$ cat config.mk
export PLATFORM = sky130hd
export DESIGN_NAME = elevator_request_dispatch_flat
export DESIGN_NICKNAME = d
export VERILOG_FILES = /design/src/rtl/elevator_pkg.sv /design/src/rtl/elevator_request_dispatch_if.sv /design/src/rtl/elevator_floor_select.sv /design/src/rtl/elevator_request_dispatch.sv /design/src/flat_wrapper.sv
export SDC_FILE = /design/constraint.sdc
export NUM_CORES = 1
export LEC_CHECK = 0
export CAP_MARGIN = 20
export CELL_PAD_IN_SITES_DETAIL_PLACEMENT = 1
export CELL_PAD_IN_SITES_GLOBAL_PLACEMENT = 2
export CORE_ASPECT_RATIO = 1.1
export CORE_MARGIN = 2
export CORE_UTILIZATION = 31
export DETAILED_ROUTE_END_ITERATION = 8
export PLACE_DENSITY_LB_ADDON = 0.1
export SETUP_SLACK_MARGIN = 0.4
export SLEW_MARGIN = 5
export SYNTH_ARGS = -nofsm -noshare
export SYNTH_HDL_FRONTEND = slang
export SYNTH_SLANG_ARGS = --single-unit
$ cat constraint.sdc
create_clock -name clk -period 3.9 [get_ports clk]
set_input_delay 0.39 -clock clk [delete_from_list [all_inputs] [get_ports clk]]
set_output_delay 0.39 -clock clk [all_outputs]
set_load 0.02 [all_outputs]
$ cat src/rtl/elevator_pkg.sv
// Shared types for the elevator request dispatcher.
// Holds the FSM state encoding and the default floor count.
package elevator_pkg;

  localparam int NUM_FLOORS_DEF = 8;

  typedef enum logic [1:0] {
    IDLE,
    SELECT,
    REQUEST,
    WAIT_ARRIVE
  } dispatch_state_t;

endpackage

$ cat src/rtl/elevator_request_dispatch_if.sv
// Destination handshake between dispatcher and car.
// master = dispatcher, slave = car controller.
interface elevator_request_dispatch_if #(
  parameter int FLOOR_W = 3
);

  logic               request;
  logic [FLOOR_W-1:0] requested_floor;
  logic               ack;
  logic               arrived;

  modport master (
    output request,
    output requested_floor,
    input  ack,
    input  arrived
  );

  modport slave (
    input  request,
    input  requested_floor,
    output ack,
    output arrived
  );

endinterface

$ cat src/rtl/elevator_floor_select.sv
// Combinational target picker: current floor first, then
// nearest in sweep direction, then nearest behind (flip).
module elevator_floor_select #(
  parameter  int NUM_FLOORS = 8,
  localparam int FLOOR_W    = $clog2(NUM_FLOORS)
) (
  input  logic [NUM_FLOORS-1:0] pending,
  input  logic [FLOOR_W-1:0]    car_floor,
  input  logic                  direction,
  output logic [FLOOR_W-1:0]    target,
  output logic                  found,
  output logic                  flip
);

  logic               here_hit;
  logic               up_hit;
  logic               dn_hit;
  logic [FLOOR_W-1:0] up_idx;
  logic [FLOOR_W-1:0] dn_idx;

  // Ascending scan: first hit above is nearest,
  // last hit below is nearest.
  always_comb begin
    here_hit = 1'b0;
    up_hit   = 1'b0;
    dn_hit   = 1'b0;
    up_idx   = '0;
    dn_idx   = '0;
    for (int i = 0; i < NUM_FLOORS; i++) begin
      if (pending[i]) begin
        if (FLOOR_W'(i) == car_floor) begin
          here_hit = 1'b1;
        end else if (FLOOR_W'(i) > car_floor) begin
          if (!up_hit) begin
            up_hit = 1'b1;
            up_idx = FLOOR_W'(i);
          end
        end else begin
          dn_hit = 1'b1;
          dn_idx = FLOOR_W'(i);
        end
      end
    end
  end

  always_comb begin
    target = car_floor;
    found  = 1'b0;
    flip   = 1'b0;
    if (here_hit) begin
      found = 1'b1;
    end else if (direction) begin
      if (up_hit) begin
        target = up_idx;
        found  = 1'b1;
      end else if (dn_hit) begin
        target = dn_idx;
        found  = 1'b1;
        flip   = 1'b1;
      end
    end else begin
      if (dn_hit) begin
        target = dn_idx;
        found  = 1'b1;
      end else if (up_hit) begin
        target = up_idx;
        found  = 1'b1;
        flip   = 1'b1;
      end
    end
  end

endmodule

$ cat src/rtl/elevator_request_dispatch.sv
// Call-button collector and destination dispatcher for one car,
// with ack timeout and re-selection.
module elevator_request_dispatch
  import elevator_pkg::*;
#(
  parameter  int NUM_FLOORS  = NUM_FLOORS_DEF,
  parameter  int ACK_TIMEOUT = 16,
  localparam int FLOOR_W     = $clog2(NUM_FLOORS)
) (
  input  logic                  clk,
  input  logic                  reset,
  input  logic [NUM_FLOORS-1:0] call_buttons,
  input  logic [FLOOR_W-1:0]    car_floor,
  elevator_request_dispatch_if.master car,
  output logic [NUM_FLOORS-1:0] pending,
  output logic                  direction,
  output logic                  busy
);

  localparam int TW = $clog2(ACK_TIMEOUT + 1);
  localparam logic [TW-1:0] TMO_LAST = TW'(ACK_TIMEOUT - 1);

  dispatch_state_t state_q, state_d;
  logic [NUM_FLOORS-1:0] pending_q, pending_d;
  logic [NUM_FLOORS-1:0] clr_mask;
  logic [FLOOR_W-1:0]    target_q, target_d;
  logic                  dir_q, dir_d;
  logic [TW-1:0]         tmo_q, tmo_d;

  logic [FLOOR_W-1:0] sel_target;
  logic               sel_found;
  logic               sel_flip;

  elevator_floor_select #(
    .NUM_FLOORS (NUM_FLOORS)
  ) u_select (
    .pending   (pending_q),
    .car_floor (car_floor),
    .direction (dir_q),
    .target    (sel_target),
    .found     (sel_found),
    .flip      (sel_flip)
  );

  // Arrival clear beats a same-cycle press of the target floor.
  always_comb begin
    clr_mask = '0;
    if (state_q == WAIT_ARRIVE && car.arrived) begin
      clr_mask = NUM_FLOORS'(1) << target_q;
    end
    pending_d = (pending_q | call_buttons) & ~clr_mask;
  end

  always_comb begin
    state_d  = state_q;
    target_d = target_q;
    dir_d    = dir_q;
    tmo_d    = tmo_q;
    unique case (state_q)
      IDLE: begin
        if ((pending_q | call_buttons) != '0) begin
          state_d = SELECT;
        end
      end
      SELECT: begin
        if (sel_found) begin
          target_d = sel_target;
          tmo_d    = '0;
          state_d  = REQUEST;
          if (sel_flip) begin
            dir_d = ~dir_q;
          end
        end else begin
          state_d = IDLE;
        end
      end
      REQUEST: begin
        if (car.ack) begin
          state_d = WAIT_ARRIVE;
        end else if (tmo_q == TMO_LAST) begin
          state_d = SELECT;
        end else begin
          tmo_d = tmo_q + 1'b1;
        end
      end
      WAIT_ARRIVE: begin
        if (car.arrived) begin
          state_d = IDLE;
        end
      end
      default: state_d = IDLE;
    endcase
  end

  always_ff @(posedge clk) begin
    if (reset) begin
      state_q   <= IDLE;
      pending_q <= '0;
      target_q  <= '0;
      dir_q     <= 1'b1;
      tmo_q     <= '0;
    end else begin
      state_q   <= state_d;
      pending_q <= pending_d;
      target_q  <= target_d;
      dir_q     <= dir_d;
      tmo_q     <= tmo_d;
    end
  end

  assign car.request         = (state_q == REQUEST);
  assign car.requested_floor = target_q;
  assign pending             = pending_q;
  assign direction           = dir_q;
  assign busy                = (state_q != IDLE);

endmodule

$ cat src/flat_wrapper.sv
// flat-port wrapper written by rule: the top's interface ports become plain ports
module elevator_request_dispatch_flat import elevator_pkg::*;
#(
  parameter  int NUM_FLOORS  = NUM_FLOORS_DEF,
  parameter  int ACK_TIMEOUT = 16,
  localparam int FLOOR_W     = $clog2(NUM_FLOORS)
)
  (clk, reset, call_buttons, car_floor, pending, direction, busy, car_request, car_requested_floor, car_ack, car_arrived);
  elevator_request_dispatch_if #(.FLOOR_W(3)) car_i ();
  input  logic clk;
  input  logic reset;
  input  logic [NUM_FLOORS-1:0] call_buttons;
  input  logic [FLOOR_W-1:0] car_floor;
  output logic [NUM_FLOORS-1:0] pending;
  output logic direction;
  output logic busy;
  output wire logic [$bits(car_i.request)-1:0] car_request;
  output wire logic [$bits(car_i.requested_floor)-1:0] car_requested_floor;
  input wire logic [$bits(car_i.ack)-1:0] car_ack;
  input wire logic [$bits(car_i.arrived)-1:0] car_arrived;
  assign car_request = car_i.request;
  assign car_requested_floor = car_i.requested_floor;
  assign car_i.ack = car_ack;
  assign car_i.arrived = car_arrived;
  elevator_request_dispatch #(.NUM_FLOORS(NUM_FLOORS), .ACK_TIMEOUT(ACK_TIMEOUT)) u_core (.clk(clk), .reset(reset), .call_buttons(call_buttons), .car_floor(car_floor), .car(car_i), .pending(pending), .direction(direction), .busy(busy));
endmodule
# == After elaboration in Yosys (flattened, before gate mapping) ==
# Index checks and enable logic that the tools add are counted.
# W data, S select, Z words.
# op_classes
n_shift,1
add_sub_neg,1
n_lt_le_gt_ge,8
muxes,140
bitwise,4
eq_ne,17
reduce_logical,10
# op_table
operator,n
$mux W3,48
$mux W1,81
$mux W5,3
$eq A3 B3 Y1 const A,4
$gt A3 B3 Y1 const A,4
$mux W2,5
$pmux W5 S2,1
$and A8 B8 Y8,1
$mux W8,1
$not A8 Y8,1
$or A8 B8 Y8,1
$pmux W2 S4,1
$reduce_bool A8 Y1,1
$shl A1 B3 Y8 const A,1
$eq A2 B3 Y1 const A,2
$gt A1 B3 Y1 const A,2
$gt A2 B3 Y1 const A,2
$ne A2 B2 Y1 const B,3
$reduce_and A3 Y1,2
$add A5 B1 Y5 const B,1
$eq A5 B4 Y1 const B,1
$eq A2 B2 Y1 const B,2
$ne A2 B1 Y1 const B,2
$reduce_and A4 Y1,1
other kinds (9),10
# word_totals
output_inout_bits,14
register_bits,19
word_cells,186
in_bits,15

# == Logic depth before layout (Yosys ltp) ==
# logic_depth
word_depth,36
depth_mapped,9
mapped_depth_nobuf,7

# == By module ==
# A second synthesis with hierarchy kept.
# unflattened
hier_cells,170
area_unflattened_um2,1381.3
# by_module_without_submodules
module,area_per_inst_um2,seq_area_each_um2,cells_per_inst,instances
elevator_request_dispatch,843.3,380.4,92,1
elevator_floor_select,538.0,0.0,78,1

# == Worst setup path after synthesis ==
# No wires, ideal clock.
# synth_timing
path_type,in2reg
startpoint,in car_floor[0]
endpoint,reg u_core.tmo_q[1]
n_path_buf,1
arrival_time_ns,1.986
setup_ns,0.070
t_required_ns,3.830
cell_stages,7
path_slack_ns,1.843
cell_sequence,buf_2 -> clkinv_2 -> mux4_2 -> o21ai_2 -> o311a_4 -> or3b_1 -> a21oi_1
# synth_via
elab_chain_cells,31
word_cells_on_any_way,88
classes_between,order compare: 8; eq/ne: 8; mux: 70; reduce/logical: 2
# synth_lines
element,line,text
"start, declared",flat_wrapper.sv:13,input logic [FLOOR_W-1:0] car_floor;
$gt A1 B3 Y1,elevator_floor_select.sv:33,end else if (FLOOR_W'(i) > car_floor) begin
$mux W1,elevator_floor_select.sv:33,
$mux W1,elevator_floor_select.sv:31,if (FLOOR_W'(i) == car_floor) begin
$mux W1,elevator_floor_select.sv:30,if (pending[i]) begin
$mux W1,elevator_floor_select.sv:33,
$mux W1,elevator_floor_select.sv:31,
$mux W1,elevator_floor_select.sv:30,
$mux W1,elevator_floor_select.sv:33,
[... 15 more ...],--,
$mux W1,elevator_floor_select.sv:31,
$mux W1,elevator_floor_select.sv:30,
"$mux W1, on equally long branches","elevator_floor_select.sv:65, elevator_floor_select.sv:56",
"$mux W1, on equally long branches","elevator_floor_select.sv:62, elevator_floor_select.sv:53",
$mux W1,elevator_floor_select.sv:52,end else if (direction) begin
$mux W1 (*),elevator_floor_select.sv:50,if (here_hit) begin
$ne A2 B1 Y1 (no source line) (*),--,
$reduce_and A4 Y1 (no source line) (*),--,
"end signal, assigned",elevator_request_dispatch.sv:107,tmo_q <= tmo_d;
"end, declared",elevator_request_dispatch.sv:28,"logic [TW-1:0] tmo_q, tmo_d;"
# Mark *: on every way between the ends. The rest lies on a longest branch, timed or not.
# A chain may end at the register's enable or synchronous reset.

# == Worst setup path after layout ==
# layout_timing
startpoint,in car_floor[2]
endpoint,reg u_core.tmo_q[1]
# The elaborated chain is that of the path after synthesis.

==> summary.md <==
| Metric | Value |
|---|---|
| Final Hold Viols | `0` |
| Critical Path RT | `4.09 ns` |
| Core ar. | `about 4700 µm²` |
| Worst Setup SP | `car_floor[2]` |
| CTS Sinks | `19` |
| Final Max Tran Viols | `0` |
| Multi-input gate area | `1010 µm²` |
| Largest net degree at the start of global routing | `19` |
| Clock root cell | `clkbuf_8` |
| Die width | `just over 70 µm` |
| Max-slew headroom | `0.451` |
| Yosys warns | `0` |
| Number of global-route vias before repair | `approximately 1,700` |
| Worst-case vdd ir drop | `between 0.00015 and 0.0002 V` |
| Fill count | `597` |
| Vias | `1,611` |
| Crit path to | `u_core.tmo_q[1]` |
| Number of remaining DRC errors | `0` |
| PortBufs | `28` |
| H-tree depth | `1` |
| Clk_skew | `0.00579 ns` |
| Max Cap Viol | `0` |
| Worst skew pair latency | `0.26 ns` |
| Fmax | `approximately 360 MHz` |
| # IOs | `29` |
| Synth Instances | `204` |
| RSZ-0062 raised after global routing | `false` |
| Fin Setup TNS | `0 ns` |
| Count of cell types in the netlist | `53` |
| Placed insts | `between 200 and 300` |
| Syn Area/Cell | `7.38 µm²` |
| # rows | `26` |
| ANT nets after route | `0` |
| Cells resized by post-CTS repair | `0` |
| Post-synth top area cell | `dfxtp_1` |
| Worst path max stage delay | `0.94 ns` |
| Sequential-to-total area share from yosys stat | `0.252` |
| Type of the worst setup path | `in -> reg` |
| Share of layout cells above drive strength 1 | `0.0893` |
| DRT iter0 DRCs | `95` |
| GRT Util Overall | `0.188` |
| Post-DP HPWL | `3780 µm` |
| Worst R2R Path Depth | `6` |
| CP max-delay cell | `clkdlybuf4s50_1` |
| Power Total | `592 µW` |
| Worst path top cell family by delay | `buffers and inverters` |
| Final GP Congestion | `~0.88` |
| Final Cycle Share | `0.708` |
| CP arrival | `between 2 and 3 ns` |
| EDFF count, synth | `0` |
| Synthesized area | `about 1500 µm²` |
| CTS tree | `done` |
| Critical Path Start Type | `input port` |
| Levels on crit path | `7` |
| Vias per cell | `5.75` |
| Synth Register Bits | `19` |
| Final min period | `2.76 ns` |
| Hold buffers post-CTS | `0` |
| Critical R2R Launch | `u_core.pending[6]` |
| Async SR Flop Fraction | `0` |
| GRT overflow | `0` |
| DRT Pass-1 Iters | `4` |
| Synthesized Nets | `around 220` |
| Initial Utilization | `0.324` |
| Hold Crit Class | `reg -> reg` |
| First-pass GRT wire length | `around 8400 µm` |
| Crit-path cells | `clkdlybuf4s50_1 -> inv_1 -> o211ai_1 -> nand3_1 -> o311a_4 -> or3b_1 -> a21oi_1` |
| Clock buffer depth | `2` |
| Power Dens Cells | `about 320 nW/µm²` |
| Leakage power | `0.695 nW` |
| Non-Filler Instances | `280` |
| R2R Path End | `u_core.car.requested_floor[0]` |
| Die area | `around 5400 µm²` |
| Sequential Area | `between 300 and 400 µm²` |
| DIE HEIGHT | `77.1 µm` |
| CP bufs+invs | `2` |
| Initial antenna violation count | `0` |
| Worst-Margin Slew | `0.817 ns` |
| Post-Route WL | `4940 µm` |
| Worst Setup End Kind | `register` |
| Top-area cell type share of the netlist area | `0.252` |
| Final setup fails | `0` |
| TritonCTS Buffers | `3` |
| Peak fanout along the critical path | `18` |
| Clock Pin Slew Worst Setup and Hold Paths | `0.08 ns` |
| Layout Area Growth over Synthesis | `23.2%` |
| Wirelength per Cell | `between 15 and 20 µm` |
| Area contributors post-synth | `dfxtp_1, nor2_1, a21oi_1` |
| # Post-CTS Setup Buffers | `0` |
| Top FF cell, synth | `dfxtp_1` |
| ANT cells | `0` |
| Fin nets | `242` |
| Setup slack, reg-to-reg | `1.66 ns` |
| Status | `completed` |
## synthesized netlist by cell type, drive strengths merged (3+ instances only)
cell,instances
o21ai,13
nand3,7
a311oi,3
nand2,13
clkbuf,5
nand2b,4
inv,8
nor3,5
a21oi,12
buf,11
a31oi,3
o211ai,3
a21o,4
nor4,3
nor2,33
dfxtp,19
mux2i,5
nor2b,5
a211oi,7
## worst min path at each step
stage / start / to / slack (ns) / cells past startpoint
detailed placement: u_core.tmo_q[3] / u_core.tmo_q[3] / 0.49 / 2
global route: u_core.tmo_q[3] / u_core.tmo_q[3] / 0.54 / 2
floorplan: u_core.tmo_q[3] / u_core.tmo_q[3] / 0.47 / 2
global placement: u_core.tmo_q[3] / u_core.tmo_q[3] / 0.49 / 2
CTS: u_core.tmo_q[3] / u_core.tmo_q[3] / 0.51 / 2
finish: u_core.tmo_q[3] / u_core.tmo_q[3] / 0.51 / 2
## layer usage
metal | vias to the layer above | global-route usage | routed length (µm)
met5 | - | 0 | 0
met4 | 0 | 0.0500 | 92
met3 | 8 | 0.0237 | 88
met2 | 23 | 0.334 | 2500
met1 | 791 | 0.236 | 2260
li1 | 789 | - | -
## state kept, by name, indices dropped and copies added, names as in the netlist
register,flops
u_core.car.requested_floor,3
u_core.tmo_q,5
u_core.state_q,2
u_core.direction,1
u_core.pending,8
## kinds of logic after synthesis
group | synth area share
adders and majority gates | 0.0166
AOI/OAI and AO/OA | 0.322
xor gates and xnor gates | 0.0174
and+or+nand+nor | 0.268
buffers and inverters | 0.0748
DFF | 0.252
muxes | 0.0482
## cell usage in the layout, fill, tap and decap left out, types with 4 or more instances in the layout
cell	Yosys	routed
nand2b_1	4	4
buf_4	0	4
a211oi_1	7	7
nand2_1	13	13
inv_1	8	8
a21oi_1	12	12
nand3_1	7	7
a21o_1	4	4
mux2i_1	5	5
nor3_1	5	5
clkdlybuf4s50_1	0	28
o21ai_0	12	12
dfxtp_1	19	19
nor2_1	33	33
nor2b_1	5	5
## worst register-to-register path, cell delays in order (launching register included)
cell and delay (ns):
dfxtp_1 0.61, mux2i_1 0.17, mux4_2 0.54, o21ai_2 0.16
o311a_4 0.31, nor2_1 0.06, a211o_1 0.28
## area by class of cell
| type | instances | area share |
|---|---|---|
| clock buffers | 3 | 0.0223 |
| clock inverters | 1 | 0.00270 |
| well taps | 56 | 0.0378 |
| repair buffers | 32 | 0.167 |
| flip-flops and latches | 19 | 0.205 |
| multi-input cells | 160 | 0.546 |
| inverters | 9 | 0.0189 |
## stage by stage
stage | util | hold slack [ns] | worst slack, ns | cell area, µm²
after CTS | 0.399 | 0.514 | 1.16 | 1860
after global placement | 0.389 | 0.487 | 1.07 | 1810
after floorplan | - | 0.472 | 1.84 | 1510
final | 0.399 | 0.507 | 1.14 | 1860
after detailed placement | 0.389 | 0.491 | 0.909 | 1810
after global routing | 0.399 | 0.543 | 0.993 | 1860
## report_power, final
group	internal [mW]	switching [mW]	leakage (nW)
Sequential	0.209	0.0340	0.157
Clock	0.0711	0.0695	0.0255
Combinational	0.0961	0.112	0.512
Total	0.376	0.216	0.695
No activity file was read; power rests on OpenSTA's default activity.
